`config.mk`:
```
export PLATFORM = sky130hd
export DESIGN_NAME = math_adder_kogge_stone_pipe
export DESIGN_NICKNAME = d
export VERILOG_FILES = /design/src/rtl/math_pkg.sv /design/src/rtl/math_kogge_stone_prefix_level.sv /design/src/rtl/math_adder_kogge_stone_pipe.sv
export SDC_FILE = /design/constraint.sdc
export NUM_CORES = 1
export LEC_CHECK = 0
export CORE_ASPECT_RATIO = 0.7
export CORE_MARGIN = 5
export CORE_UTILIZATION = 60
export CTS_BUF_LIST = sky130_fd_sc_hd__clkbuf_4 sky130_fd_sc_hd__clkbuf_8
export CTS_CLUSTER_DIAMETER = 40
export DETAILED_ROUTE_END_ITERATION = 8
export DONT_BUFFER_PORTS = 1
export GPL_TIMING_DRIVEN = 0
export PLACE_DENSITY_LB_ADDON = 0.05
export SLEW_MARGIN = 20
export SYNTH_ARGS = -nofsm -noshare
export SYNTH_HDL_FRONTEND = slang
export SYNTH_SLANG_ARGS = --single-unit
```
`constraint.sdc`:
```
create_clock -name i_clk -period 3.7 [get_ports i_clk]
set_clock_uncertainty 0.2 [all_clocks]
set_input_delay 0 -clock i_clk [delete_from_list [all_inputs] [get_ports i_clk]]
set_output_delay 0 -clock i_clk [all_outputs]
set_load 0.02 [all_outputs]
```
`src/rtl/math_pkg.sv`:
```
// Shared types and elaboration-time helpers for the pipelined Kogge-Stone adder.
package math_pkg;

  typedef struct packed {
    logic g;
    logic p;
  } gp_t;

  // Number of prefix levels needed to cover n bits; a 1-bit adder needs none.
  function automatic int ks_levels(input int n);
    int l;
    l = 0;
    while ((1 << l) < n) l++;
    return l;
  endfunction

  function automatic int ks_groups(input int levels, input int pipe_every);
    int g;
    g = (levels + pipe_every - 1) / pipe_every;
    return (g < 1) ? 1 : g;
  endfunction

endpackage

```
`src/rtl/math_kogge_stone_prefix_level.sv`:
```
// One combinational Kogge-Stone prefix level: merges each bit with the bit DIST below it.
module math_kogge_stone_prefix_level
  import math_pkg::*;
#(
  parameter int N    = 32,
  parameter int DIST = 1
) (
  input  gp_t [N-1:0] gp,
  output gp_t [N-1:0] gp_next
);

  for (genvar i = 0; i < N; i++) begin : g_bit
    if (i >= DIST) begin : g_merge
      assign gp_next[i].g = gp[i].g | (gp[i].p & gp[i-DIST].g);
      assign gp_next[i].p = gp[i].p & gp[i-DIST].p;
    end else begin : g_pass
      assign gp_next[i] = gp[i];
    end
  end

endmodule

```
`src/rtl/math_adder_kogge_stone_pipe.sv`:
```
// Pipelined Kogge-Stone adder/subtractor with carry-in, signed overflow, tag sideband
// and valid/ready flow control under a single global stall.
module math_adder_kogge_stone_pipe
  import math_pkg::*;
#(
  parameter int N          = 32,
  parameter int PIPE_EVERY = 2,
  parameter int TAG_W      = 4
) (
  input  logic             i_clk,
  input  logic             i_rst_n,
  input  logic             i_valid,
  output logic             o_ready,
  input  logic [N-1:0]     i_a,
  input  logic [N-1:0]     i_b,
  input  logic             i_cin,
  input  logic             i_sub,
  input  logic [TAG_W-1:0] i_tag,
  output logic             o_valid,
  input  logic             i_ready,
  output logic [N-1:0]     o_sum,
  output logic             o_carry,
  output logic             o_overflow,
  output logic [TAG_W-1:0] o_tag,
  output logic             o_busy
);

  localparam int LEVELS = ks_levels(N);
  localparam int GROUPS = ks_groups(LEVELS, PIPE_EVERY);
  localparam int LAST   = GROUPS - 1;

  logic advance;
  assign advance = !o_valid || i_ready;
  assign o_ready = advance;

  // Stage 0: operand prep, subtract is A + ~B + 1
  logic             vld_p0;
  logic [N-1:0]     a_p0;
  logic [N-1:0]     b_p0;
  logic             cin_p0;
  logic [TAG_W-1:0] tag_p0;

  always_ff @(posedge i_clk or negedge i_rst_n) begin
    if (!i_rst_n)     vld_p0 <= 1'b0;
    else if (advance) vld_p0 <= i_valid;
  end

  always_ff @(posedge i_clk) begin
    if (advance) begin
      a_p0   <= i_a;
      b_p0   <= i_sub ? ~i_b : i_b;
      cin_p0 <= i_sub | i_cin;
      tag_p0 <= i_tag;
    end
  end

  gp_t [N-1:0] gp_init;
  always_comb begin
    for (int i = 1; i < N; i++) begin
      gp_init[i].g = a_p0[i] & b_p0[i];
      gp_init[i].p = a_p0[i] ^ b_p0[i];
    end
    gp_init[0].g = (a_p0[0] & b_p0[0]) | ((a_p0[0] ^ b_p0[0]) & cin_p0);
    gp_init[0].p = a_p0[0] ^ b_p0[0];
  end

  // Per-stage views: index 0 is stage 0, index s>0 is the register closing group s-1.
  logic [GROUPS-1:0]            stg_vld;
  logic [GROUPS-1:0]            stg_cin;
  logic [GROUPS-1:0][N-1:0]     stg_pbit;
  logic [GROUPS-1:0][TAG_W-1:0] stg_tag;
  gp_t  [GROUPS-1:0][N-1:0]     stg_gp;

  assign stg_vld[0]  = vld_p0;
  assign stg_cin[0]  = cin_p0;
  assign stg_pbit[0] = a_p0 ^ b_p0;
  assign stg_tag[0]  = tag_p0;
  assign stg_gp[0]   = gp_init;

  for (genvar k = 0; k < LEVELS; k++) begin : g_level
    gp_t [N-1:0] gp_in;
    gp_t [N-1:0] gp_out;
    if (k % PIPE_EVERY == 0) begin : g_head
      assign gp_in = stg_gp[k / PIPE_EVERY];
    end else begin : g_body
      assign gp_in = g_level[k-1].gp_out;
    end
    math_kogge_stone_prefix_level #(
      .N    (N),
      .DIST (1 << k)
    ) u_level (
      .gp      (gp_in),
      .gp_next (gp_out)
    );
  end

  // Group boundary registers
  for (genvar s = 1; s < GROUPS; s++) begin : g_stage
    logic             vld_p;
    logic             cin_p;
    logic [N-1:0]     pbit_p;
    logic [TAG_W-1:0] tag_p;
    gp_t  [N-1:0]     gp_p;

    always_ff @(posedge i_clk or negedge i_rst_n) begin
      if (!i_rst_n)     vld_p <= 1'b0;
      else if (advance) vld_p <= stg_vld[s-1];
    end

    always_ff @(posedge i_clk) begin
      if (advance) begin
        gp_p   <= g_level[s*PIPE_EVERY-1].gp_out;
        cin_p  <= stg_cin[s-1];
        pbit_p <= stg_pbit[s-1];
        tag_p  <= stg_tag[s-1];
      end
    end

    assign stg_vld[s]  = vld_p;
    assign stg_cin[s]  = cin_p;
    assign stg_pbit[s] = pbit_p;
    assign stg_tag[s]  = tag_p;
    assign stg_gp[s]   = gp_p;
  end

  // Output stage: final prefix generate bits are the carries into bits 1..N
  logic [N-1:0] g_final;
  logic [N-1:0] p_final_unused;

  for (genvar i = 0; i < N; i++) begin : g_final_bit
    if (LEVELS == 0) begin : g_no_prefix
      assign g_final[i]        = stg_gp[0][i].g;
      assign p_final_unused[i] = stg_gp[0][i].p;
    end else begin : g_prefix
      assign g_final[i]        = g_level[LEVELS-1].gp_out[i].g;
      assign p_final_unused[i] = g_level[LEVELS-1].gp_out[i].p;
    end
  end

  logic [N:0]   carry;
  logic [N-1:0] sum_d;
  assign carry = {g_final, stg_cin[LAST]};
  assign sum_d = stg_pbit[LAST] ^ carry[N-1:0];

  always_ff @(posedge i_clk or negedge i_rst_n) begin
    if (!i_rst_n) begin
      o_valid    <= 1'b0;
      o_sum      <= '0;
      o_carry    <= 1'b0;
      o_overflow <= 1'b0;
      o_tag      <= '0;
    end else if (advance) begin
      o_valid    <= stg_vld[LAST];
      o_sum      <= sum_d;
      o_carry    <= carry[N];
      o_overflow <= carry[N] ^ carry[N-1];
      o_tag      <= stg_tag[LAST];
    end
  end

  assign o_busy = (|stg_vld) | o_valid;

endmodule

```
==> results.txt, run 1 <==
The run finished with clean final reports. Summing the areas of all xor and xnor instances in the mapped netlist gives 5.06% of the synthesized area. The post-synthesis mux area share came out at 0%.

By area the synthesized netlist is led by edfxtp_1 (67%), dfrtp_1 (9.3%), nand2_1 (3.9%). The core area came out at 18200 sq um. The standard-cell row count was 41. The count of TritonRoute iterations in the first routing pass was 5; the pin slew with the least headroom to its limit was 767 ps. Setup violations remaining at the end of the flow were counted as 0. The logs give 745 for the post-synthesis cell count and 42 for the number of buffers created by CTS. Combinational family with the most area after synthesis: compound AO/OA/AOI/OAI gates. The worst register-to-register path has a setup slack of 650 ps. The critical path is of the flop to primary output type. The capturing instance or port of the critical path was o_ready.

In this run the tightest slew margin relative to its limit is 48.9%. In this run the clock root is driven by a clkbuf_8. TritonCTS built the clock tree.

The run gives 293 as the TritonCTS sink count. The synthesized netlist net count is 851, and the share of the synthesized area in compound gates (AO/OA/AOI/OAI) is 8.04%. The cell depth of the worst hold path works out to 3.

The post-CTS setup repair buffer count was 0. The worst-skew pair later-pin latency was 530 ps; the number of nets with antenna violations after routing was 0. The HPWL reported at the end of detailed placement was 15000 microns; the layout overhead on the synthesized area was 22.1%.

The maximum fanout along the worst path is 101. In this run the worst setup path begins at o_valid$_DFFE_PN0P_. In this run the power density over the cells is 812 nW/um^2. Timing-limited maximum frequency: 0.326 GHz. The CTS H-tree depth was 2. In the layout the commonest cells are edfxtp_1 (251), dlygate4sd3_1 (129), nand2_1 (116).

In the routed layout, each cell is associated on average with a via count of 5.42. Summed over all cells, the static leakage comes to 0.00533 uW. The kind of start point of the critical path is a flop. Sequential cells were found to cover 76.3% of the synthesized design area. The count of distinct cell types in the synthesized netlist is 23. The die covers 21600 sq um. The final routed wire length divided by cell count was 19.1 microns; the post-synthesis simple-gate area fraction was 5.97%. Most common cell after layout, fill and taps aside: edfxtp_1.

The vertical extent of the die came out at 125 microns. Setup repair after global routing left no endpoint under its margin. During synthesis, Yosys emitted a total of 0 warnings. For this block, the initial DRC count from the detailed router was 562. In this run, post-CTS repair resized a total of 0 instances. At the end of routability-driven placement, the weighted congestion stood at 0.854.

The logs give 6417 for the number of global-route vias before repair and 0.388 mV for the worst vdd rail ir drop. The number of antenna violations at the first check in global routing was 1; the clock transition at the register clock pins on the worst setup and hold paths after CTS was 60 ps. After detailed routing, the number of remaining DRC violations is 0. Summing all multi-input logic gate instances after layout gives 2550 sq um. The number of hold violations in the final report came out at 0. The flip-flop and latch count after synthesis came out at 293. The portion of synthesized cell area occupied by the leading cell type was 66.9%; the initial cell density of the core was 61.8%. Overall power after layout: 11200 uW. For the worst setup path, the data arrival time is 2870 ps. For the number of pins with negative max-slew slack in the final report, the log shows 0. The tools report the antenna cell count as 0. The total overflow left after global routing is 0. The required time at the endpoint of the critical path is 3500 ps. The final cycle utilization of the critical path was 82.9%.

The count of buffers added on input and output ports is 0. The area of the mapped netlist was 11300 sq um; the maximum clock path buffer count was 3. STA classifies the critical path endpoint as a primary output. In this run the critical register-to-register path is captured at vld_p0$_DFFE_PN0P_. The fill cell total of the finished layout was 1100; the per-instance average area after synthesis was 15.1 sq um.

The routed wire length is 22700 microns, and the final net count is 1028. The tool flagged a number of max-cap violations equal to 0. The synthesized netlist devotes 3.56% of its cell area to adder and majority cells. The post-route netlist has 9.56% of its cells at a drive strength greater than 1.

The worst register-to-register path begins at o_valid$_DFFE_PN0P_. For the finished layout, the period the worst path requires is 3070 ps. For the overall global routing resource usage, the log shows 21.1%. The die span in x came out at 174 microns. The type of the most critical hold path was primary input to flop.

The quantity of hold-fixing buffers added after cts was 131; the pin count of the biggest net entering global routing was 102. The routed layout has 6434 vias. Top cell type by total area after synthesis: edfxtp_1. The number of cells on the worst reg-to-reg path was 8; the area of all sequential standard cells was 8590 sq um. For this design the top-level I/O count stands at 115. The first global-routing pass estimated 35200 microns of wire. For the final routed database, the setup TNS stands at 0 ps.
-- synthesized netlist by cell type --
cell type,n
buf_4,5
nand3_1,7
nand2b_1,1
xnor2_1,18
nor2b_2,1
nand2_1,116
inv_2,2
or2_2,1
nor2_1,46
o21ai_1,32
inv_1,7
ha_1,32
buf_6,2
buf_2,6
a21oi_1,60
xor2_1,47
o21ai_0,28
a21o_1,20
edfxtp_1,251
or4_1,1
a21oi_2,3
o21bai_1,17
dfrtp_1,42
-- worst min-delay path by stage --
stage	slack, ps	startpoint	end
floorplan	-500	i_rst_n	g_stage[1].vld_p$_DFFE_PN0P_
global placement	-490	i_rst_n	o_tag[2]$_DFFE_PN0P_
detailed placement	-490	i_rst_n	o_tag[2]$_DFFE_PN0P_
CTS	0.2	i_sub	b_p0[21]$_DFFE_PP_
global route	0.5	i_sub	b_p0[9]$_DFFE_PP_
finish	10	i_sub	b_p0[4]$_DFFE_PP_
-- worst max-delay path, stage by stage (launching register included) --
cell and delay (ps):
dfrtp_1 460, nor2b_2 200, buf_6 130, inv_2 90, buf_8 560, buf_16 390
buf_16 380
-- kinds of logic (layout without fill, tap and decap cells) --
logic type               after synthesis  count (layout)
XOR/XNOR                              65              65
adder cells (fa/ha/maj)               32              32
AND/OR/NAND/NOR                      173             173
flip-flops                           293             293
AO/OA/AOI/OAI                        160             160
buffers and inverters                 22             229
-- cell type report --
class                           count  area share (%)
Sequential cell                   293            62.5
Timing Repair Buffer              133            10.1
Buffer                             13           0.683
Tap cell                          236            2.15
Inverter                            9           0.246
Multi-Input combinational cell    430            18.5
Clock inverter                     10           0.319
Clock buffer                       64            5.50
-- state kept, by name (all words and copies together) (netlist names) --
signal / cells
g_level.gp_in: 108
cin_p0: 1
g_stage.tag_p: 8
g_stage.cin_p: 2
b_p0: 32
g_stage.pbit_p: 64
o_valid: 1
o_overflow: 1
tag_p0: 4
o_carry: 1
g_stage.vld_p: 2
vld_p0: 1
o_tag: 4
a_p0: 32
o_sum: 32
-- power by group --
| part | switching, uW | leakage, uW | internal [uW] |
|---|---|---|---|
| Sequential | 1010 | 0.00310 | 5300 |
| Combinational | 1500 | 0.00181 | 932 |
| Clock | 1120 | 0.000427 | 1300 |
-- through the flow --
step | area (sq um) | utilization (%) | cells | hold WS [ps] | setup slack [ps]
finish | 13700 | 75.5 | 1188 | 14.7 | 632
global route | 13700 | 75.5 | 1188 | 0.458 | 438
CTS | 13700 | 75.5 | 1188 | 0.210 | 558
detailed placement | 11600 | 63.8 | 983 | -495 | 797
global placement | 11600 | 63.4 | 981 | -495 | 529
floorplan | 11300 | - | 745 | -496 | 1000
-- per-layer routing --
layer / vias up / GRT usage, % / part of all wire, % / routed length [microns]
li1: 3069 / - / - / -
met1: 3089 / 32.3 / 45 / 10200
met2: 254 / 31.2 / 45 / 10200
met3: 22 / 5.01 / 8.9 / 2020
met4: 0 / 4.93 / 1.1 / 248
met5: - / 0 / 0 / 0
(Power assumes the default switching activity.)
==> run 2: changes to the inputs <==
--- a/config.mk
+++ b/config.mk
@@ -5,9 +5,10 @@
 export SDC_FILE = /design/constraint.sdc
 export NUM_CORES = 1
 export LEC_CHECK = 0
+export ABC_AREA = 1
 export CORE_ASPECT_RATIO = 0.7
 export CORE_MARGIN = 5
-export CORE_UTILIZATION = 60
+export CORE_UTILIZATION = 59
 export CTS_BUF_LIST = sky130_fd_sc_hd__clkbuf_4 sky130_fd_sc_hd__clkbuf_8
 export CTS_CLUSTER_DIAMETER = 40
 export DETAILED_ROUTE_END_ITERATION = 8
==> constraint.sdc (replaced) <==
create_clock -name i_clk -period 2.5 [get_ports i_clk]
set_clock_uncertainty 0.2 [all_clocks]
set_input_delay 0 -clock i_clk [delete_from_list [all_inputs] [get_ports i_clk]]
set_output_delay 0 -clock i_clk [all_outputs]
set_load 0.02 [all_outputs]
==> run 2 against run 1 <==
Compared with the run above:
- the run now ends with hold timing left
- global-route usage increased by 0.20 points
- non-clock buffer count grew 14
- power grew 50%
- sequential cell count unchanged
- setup slack worse by 490 ps
- utilization shrank 0.88 points
- critical path depth increased by 1
- register-to-register slack worse by 510 ps
- sequential power up 47%
- count of clock-buffer cells in the layout shrank 5
- largest cell class unchanged
==> results.txt, run 2 <==
The flow ran to the end, but the final reports show violations. The final reports fail on hold timing. After synthesis, the most frequently instantiated cells are edfxtp_1 (251), nand2_1 (188), a21oi_1 (45), dfrtp_1 (42), nor2_1 (40). The logs give 10700 microns (+4.6%) for the total routed wire length on the met1 layer and 2650 sq um (+4.2%) for the combined area of the multi-input logic cells. The die span in x was 176 microns (+1.5%).

The tools report the required time at the endpoint of the critical path as 2730 ps (-770 ps). The overall via count from detail_route is 6901 (+7.3%), and the maximum fanout along the worst path is 7 (-93%). The critical path is of the flop to flop type. Maximum clock path buffer count: 3 (unchanged). The count of TritonRoute iterations in the first routing pass was 5 (unchanged). The tools report the hold path endpoint as b_p0[25]$_DFFE_PP_. The share of synthesized area occupied by flip-flops and latches is 75.1% (-1.2 points). Setup repair after global routing left no endpoint under its margin.

The cell type of the slowest stage on the worst timing path was dlygate4sd3_1. The count of input and output buffers is 0 (unchanged), and the final critical delay including setup and external delays is 2360 ps. The most common cell after layout, fill and taps aside is edfxtp_1. The standard-cell row count was 42 (+2.4%); the portion of synthesized cell area occupied by the leading cell type was 65.9% (-1.0 points). The layout overhead on the synthesized area was 23.8%; the TritonCTS sink count was 293 (unchanged). Based on the critical path, the design can be clocked at up to 0.425 GHz. The per-instance average area after synthesis is 14.0 sq um (-7.5%). The maximum single-stage delay on the critical path is 550 ps (about the same), and the routed wire length is 23700 microns (+4.0%). The cell depth of the worst hold path works out to 3 (unchanged). The run gives 1117 (+8.7%) as the final net count.

The tools report the reg-to-reg critical path endpoint as vld_p0$_DFFE_PN0P_. The total power divided by cell area is 1190 nW/um^2 (+46%), and the number of pins with negative max-slew slack in the final report is 0 (unchanged). For the worst vdd rail ir drop, the log shows 0.582 mV (+50%).

Count of cells resized by post-cts repair: 0 (unchanged). The area of the mapped netlist came out at 11400 sq um (+1.5%). Ranked by total cell area, the synthesized netlist is headed by edfxtp_1 (66%), dfrtp_1 (9.2%), nand2_1 (6.2%). STA classifies the critical path startpoint as a flop.

The HPWL reported at the end of detailed placement came out at 15500 microns (+3.3%). Of all cell types, the one taking the most synthesized area is edfxtp_1. The tools report the final setup violation count as 0 (unchanged). The library cells used most frequently in the layout, excluding fill and tap cells, are edfxtp_1 (251), nand2_1 (188), dlygate4sd3_1 (143). The logs give 0.907 (+6.1%) for the final weighted congestion of routability-driven global placement and 140 ps (-510 ps) for the register-to-register path setup slack. The vertical extent of the die was 126 microns (+1.5%). The core area is 19000 sq um (+4.2%), and the post-synthesis cell count is 818 (+9.8%). For the final setup TNS, the log shows 0 ps (unchanged). Clock transition at the register clock pins on the worst setup and hold paths after CTS: 60 ps (about the same).

The tools report the endpoint type of the worst setup path as a flop. The tools report the number of antenna violations at the first check in global routing as 0 (-1). The logs give 6987 (+8.9%) for the number of global-route vias before repair and -8.17 ps (-22.9 ps) for the worst slack on hold paths. TritonCTS built the clock tree. The per-cell via count in the routed design came out at 5.28 (-2.6%). Worst-skew pair later-pin latency: 550 ps (+20 ps).

The run gives 60.3% (-1.6 points) as the initial cell density of the core. The met3 layer wire length in the routed design is 2330 microns (+16%), and the wire length of the first global-routing pass is 36600 microns (+4.0%). The run gives 10200 microns (-0.28%) as the wire length on met2.

The I/O pin count was 115 (unchanged); the synthesized netlist net count was 924 (+8.6%). Routed signal wires occupy layers up through met4. Number of buffers created by CTS: 43 (+2.4%). The run gives 0.00562 uW (+5.3%) as the standby leakage power. Yosys instantiated no cell more often than edfxtp_1.

In this run the critical register-to-register path is launched from o_valid$_DFFE_PN0P_. Walking the worst path, the cells encountered are inv_2 > nor2_4 > inv_2 > nand2_1 > dlygate4sd3_1 > o21ai_0 > dlygate4sd3_1. For the fill cell total of the finished layout, the log shows 1195 (+8.6%). The run gives 22300 sq um (+3.0%) as the full die area.

The total number of yosys warnings is 0 (unchanged). The tools report the CTS H-tree depth as 2 (unchanged). The count of flip-flops with a built-in enable after synthesis was 251 (unchanged). The count of distinct cell types in the synthesized netlist was 23 (unchanged); the final routed wire length divided by cell count was 18.1 microns (-5.5%).

The worst max-slew margin expressed relative to the limit is 63.4% (+14 points), and the flip-flop and latch count after synthesis is 293 (unchanged). The number of cells on the worst reg-to-reg path is 7 (-1). The proportion of register bits with asynchronous set or reset after synthesis was 14.3% (unchanged).

The final cycle utilization of the critical path is 94.2%. The number of hold violations in the final report was 1 (+1). Among all flip-flop cells after synthesis, the most frequent one is edfxtp_1. The overall power after layout is 16800 uW (+50%). The pin count of the biggest net entering global routing was 107 (+4.9%); the arrival time reported for the critical path endpoint was 2590 ps (-280 ps).

The overall global routing resource usage is 21.3% (+0.20 points), and the number of max-cap violations is 0 (unchanged). CTS placed an instance of clkbuf_8 at the clock tree root. The flip-flop count of the largest register, all copies and words added is 108 (unchanged).

The fraction of final layout cells with drive strength greater than 1 came out at 8.33% (-1.2 points). The launch instance of the worst min-delay path is i_sub. The run gives 8590 sq um (unchanged) as the area of all sequential standard cells. The residual overflow from global routing was 0 (unchanged).

The type of the most critical hold path was primary input to flop. The run gives 0 (unchanged) as the number of remaining DRC errors. The number of design-rule violations left by the first detailed-router iteration is 642 (+14%).

The number of nets with antenna violations after routing is 0 (unchanged), and the post-CTS setup repair buffer count is 0 (unchanged). The antenna cell count was 0 (unchanged); the pin slew with the least headroom to its limit was 545 ps (-222 ps).
[run 2: cell type report]
class / instances / area share [%]
Buffer: 12 / 0.548
Inverter: 33 / 0.875
Timing Repair Buffer: 148 / 11.0
Sequential cell: 293 / 60.7
Tap cell: 264 / 2.33
Multi-Input combinational cell: 480 / 18.7
Clock buffer: 59 / 5.03
Clock inverter: 19 / 0.796
[run 2: critical path, delay by kind of cell (launching register included)]
kind / cells / cell delay, ps
flip-flops: 1 / 470
AO/OA/AOI/OAI: 1 / 70
AND/OR/NAND/NOR: 2 / 230
buffers and inverters: 4 / 1260
[run 2: cell families (layout without fill, tap and decap cells)]
| kind of cell | count (synthesis) | in the layout | share of synthesized area (%) |
|---|---|---|---|
| simple gates | 283 | 283 | 10.3 |
| compound gates | 116 | 116 | 5.65 |
| flops | 293 | 293 | 75.1 |
| fa+ha+maj | 32 | 32 | 3.50 |
| buf+inv | 45 | 271 | 1.67 |
| xor+xnor | 49 | 49 | 3.75 |
[run 2: worst max-delay path by stage]
| stage | startpoint | end | slack, ps |
|---|---|---|---|
| final | o_valid$_DFFE_PN0P_ | vld_p0$_DFFE_PN0P_ | 140 |
| after global routing | o_valid$_DFFE_PN0P_ | vld_p0$_DFFE_PN0P_ | 30 |
| after CTS | o_valid$_DFFE_PN0P_ | o_ready | 20 |
| after detailed placement | o_valid$_DFFE_PN0P_ | b_p0[9]$_DFFE_PP_ | 260 |
| after global placement | o_valid$_DFFE_PN0P_ | o_sum[23]$_DFFE_PN0P_ | -430 |
| after floorplan | o_valid$_DFFE_PN0P_ | a_p0[0]$_DFFE_PP_ | 30 |
[run 2: per-layer routing]
layer,vias to the layer above,track usage [%]
li1,3310,-
met1,3264,32.1
met2,288,31.4
met3,39,5.32
met4,0,6.18
met5,-,0
[run 2: timing repair]
action	in CTS	in global routing
hold buffers	145	0
hold endpoints to repair	212	0
endpoints found under the setup margin	0	1
[run 2: through the flow]
| step | util, % | setup slack, ps | std cells | instance area [sq um] |
|---|---|---|---|---|
| finish | 74.6 | 144 | 1308 | 14100 |
| global route | 74.6 | 32.6 | 1308 | 14100 |
| CTS | 74.4 | 15.1 | 1307 | 14100 |
| detailed placement | 62.3 | 260 | 1084 | 11800 |
| global placement | 62.1 | -435 | 1082 | 11800 |
| floorplan | - | 25.5 | 818 | 11400 |
[run 2: power breakdown]
part,total [uW],internal (uW),leakage (uW),switching [uW]
Sequential,9290,7830,0.00310,1460
Combinational,3800,1400,0.00209,2400
Clock,3700,1950,0.000428,1750
Total,16800,11200,0.00562,5610
==> run 3: changes to the inputs <==
--- a/config.mk
+++ b/config.mk
@@ -14,7 +14,7 @@
 export DETAILED_ROUTE_END_ITERATION = 8
 export DONT_BUFFER_PORTS = 1
 export GPL_TIMING_DRIVEN = 0
-export PLACE_DENSITY_LB_ADDON = 0.05
+export PLACE_DENSITY = 0.78
 export SLEW_MARGIN = 20
 export SYNTH_ARGS = -nofsm -noshare
 export SYNTH_HDL_FRONTEND = slang
==> run 3 against run 2 <==
Compared with the run above:
- the run now ends clean
- critical endpoint unchanged
- critical path type unchanged
- first-iteration DRC count is 35% higher
- via count rose by 2.5%
- sequential share of layout area decreased by 0.069 points
==> results.txt, run 3 (same netlist as run 2, synthesis figures left out) <==
The library cells used most frequently in the layout, excluding fill and tap cells, are edfxtp_1 (251), nand2_1 (188), dlygate4sd3_1 (140). The number of nets with antenna violations after routing is 0 (unchanged), and the final net count is 1115 (-0.18%). The final weighted congestion of routability-driven global placement was 0.878 (-3.1%). The worst setup path is captured at a flop. The count of input and output buffers works out to 0 (unchanged). STA classifies the critical path startpoint as a flop.

CTS placed an instance of clkbuf_8 at the clock tree root. The maximum fanout along the worst path is 7 (unchanged), and the clock transition at the register clock pins on the worst setup and hold paths after CTS is 70 ps (about the same). The final setup violation count was 0 (unchanged); the net load switching power was 5750 uW (+2.5%). The tools report the worst vdd rail ir drop as 0.744 mV (+28%). The pin slew with the least headroom to its limit works out to 490 ps (-54.4 ps). The per-cell via count in the routed design came out at 5.42 (+2.8%).

The vertical extent of the die was 126 microns (unchanged). TritonCTS built the clock tree. The critical path buffer and inverter count came out at 4 (unchanged). The tools report the number of design-rule violations left by the first detailed-router iteration as 869 (+35%).

The run gives 7244 (+3.7%) as the number of global-route vias before repair. The final routed wire length divided by cell count came out at 20.0 microns (+10%). The run gives 0 (unchanged) as the number of antenna violations at the first check in global routing.

The total placed cells including tap cells came out at 1084 (unchanged). The initial cell density of the core came out at 60.3% (unchanged). The overall global routing resource usage is 23.9% (+2.6 points), and the switching share of power is 33.8% (+0.42 points). The arrival time reported for the critical path endpoint was 2620 ps (+30 ps). The type of the most critical hold path was primary input to flop.

The core area is 19000 sq um (unchanged), and the total power divided by cell area is 1200 nW/um^2 (+1.1%). The run gives 40400 microns (+10%) as the wire length of the first global-routing pass. The pin count of the biggest net entering global routing is 63 (-41%), and the worst-skew pair later-pin latency is 550 ps (about the same).

The logs give 23.1% (+0.4 points) for the share of total power in combinational logic and 0 (unchanged) for the number of max-cap violations. Worst slack on hold paths: 2.45 ps (+10.6 ps). The logs give 293 (unchanged) for the TritonCTS sink count and 0 (unchanged) for the number of remaining DRC errors. The antenna cell count was 0 (unchanged); the internal power was 11200 uW (+0.56%). The count of TritonRoute iterations in the first routing pass is 5 (unchanged), and the design area is 14200 sq um (+0.11%). The standby leakage power is 0.00565 uW (+0.54%). The cell family contributing the most delay on the critical path is buffers and inverters. The tools report the post-CTS setup repair buffer count as 0 (unchanged). The run gives 43 (unchanged) as the number of buffers created by CTS.

Final critical delay including setup and external delays: 2400 ps (+49.1 ps). The maximum single-stage delay on the critical path came out at 560 ps (about the same). The required time at the endpoint of the critical path was 2710 ps (-20 ps).

The run finished with clean final reports. The flip-flop count of the largest register, all copies and words added was 108 (unchanged); the share of total power in the clock network was 22.2% (+0.2 points). The logs give 0.416 GHz (-2.0%) for the timing-limited maximum frequency and 7073 (+2.5%) for the overall via count from detail_route. The non-filler instance count after layout is 1304 (-0.31%).

The run gives 0 ps (unchanged) as the final setup TNS. The tools report the routed wire length as 26000 microns (+10%). The category of the most critical setup path was flop to flop.

The number of pins with negative max-slew slack in the final report is 0 (unchanged). The library cell used most frequently in the layout, excluding fill and tap cells, is edfxtp_1. The number of hold violations in the final report is 0 (-1), and the layout overhead on the synthesized area is 23.9%. Full die area: 22300 sq um (unchanged). The fraction of final layout cells with drive strength greater than 1 is 8.75% (+0.42 points), and the HPWL reported at the end of detailed placement is 15500 microns (+0.43%). The CTS H-tree depth is 2 (unchanged), and the part of the power in registers is 54.7% (-0.6 points). For the worst max-slew margin expressed relative to the limit, the log shows 67.0% (+3.7 points).

The signal on the critical path passes through inv_2 > nor2_4 > inv_2 > nand2_1 > dlygate4sd3_1 > o21ai_0 > dlygate4sd3_1. The tools report the I/O pin count as 115 (unchanged). The final cycle utilization of the critical path came out at 96.2% (+2.0 points). The standard-cell row count was 42 (unchanged); the maximum clock path buffer count was 3 (unchanged). The cell area after placement is 11800 sq um (unchanged). The cell type of the slowest stage on the worst timing path is dlygate4sd3_1. The die span in x is 176 microns (unchanged). The residual overflow from global routing came out at 0 (unchanged).
## run 3: metrics by stage
| step | total power, uW | setup WS (ps) | utilization [%] |
|---|---|---|---|
| floorplan | 11400 | 25.5 | - |
| global placement | 12600 | -562 | 62.1 |
| detailed placement | 12900 | -175 | 62.3 |
| CTS | 16900 | 14.3 | 74.7 |
| global route | 18000 | -0.0737 | 74.7 |
| finish | 17000 | 95.4 | 74.7 |
## run 3: worst paths after layout
check	from	cells past startpoint	slack, ps	end
setup reg to reg	o_valid$_DFFE_PN0P_	7	100	vld_p0$_DFFE_PN0P_
min in group asynchronous	i_rst_n	4	380	o_sum[16]$_DFFE_PN0P_
hold / removal	i_sub	3	2	b_p0[6]$_DFFE_PP_
hold reg to reg	g_stage[1].pbit_p[2]$_DFFE_PP_	0	210	g_stage[2].pbit_p[2]$_DFFE_PP_
max in group asynchronous	i_rst_n	4	1520	o_tag[1]$_DFFE_PN0P_
setup / recovery	o_valid$_DFFE_PN0P_	7	100	vld_p0$_DFFE_PN0P_
## run 3: worst register-to-register path: stages (launching register included)
cell,delay [ps]
dfrtp_1,470
inv_2,80
nor2_4,160
inv_2,100
nand2_1,80
dlygate4sd3_1,560
o21ai_0,80
dlygate4sd3_1,560
## run 3: area by class of cell
cell class,count,area [sq um]
sequential,293,8590
fill,1128,4810
multi-input combinational,480,2650
timing repair buffer,146,1560
clock buffer,63,767
tap,264,330
inverter,33,124
buffer,12,82.6
clock inverter,13,63.8
## run 3: metal layers
metal | track usage (%) | part of all wire (%) | vias to the layer above
met2 | 37.6 | 46 | 343
met3 | 4.88 | 9.3 | 32
met1 | 35.6 | 43 | 3379
li1 | - | - | 3319
met5 | 0 | 0 | -
met4 | 4.96 | 1.2 | 0
## run 3: power by group through the flow
| stage | clock, uW | combinational, uW | sequential [uW] |
|---|---|---|---|
| floorplan | 0 | 2430 | 8990 |
| global placement | 0 | 3310 | 9330 |
| detailed placement | 0 | 3480 | 9370 |
| CTS | 3780 | 3820 | 9270 |
| global route | 4090 | 4370 | 9510 |
| finish | 3770 | 3930 | 9300 |
## run 3: what timing repair did
item	CTS	global route
endpoints found under the hold margin	206	0
gates cloned	2	0
gates resized for setup	0	2
hold buffers	142	0
endpoints found under the setup margin	113	56
pin swaps	0	0
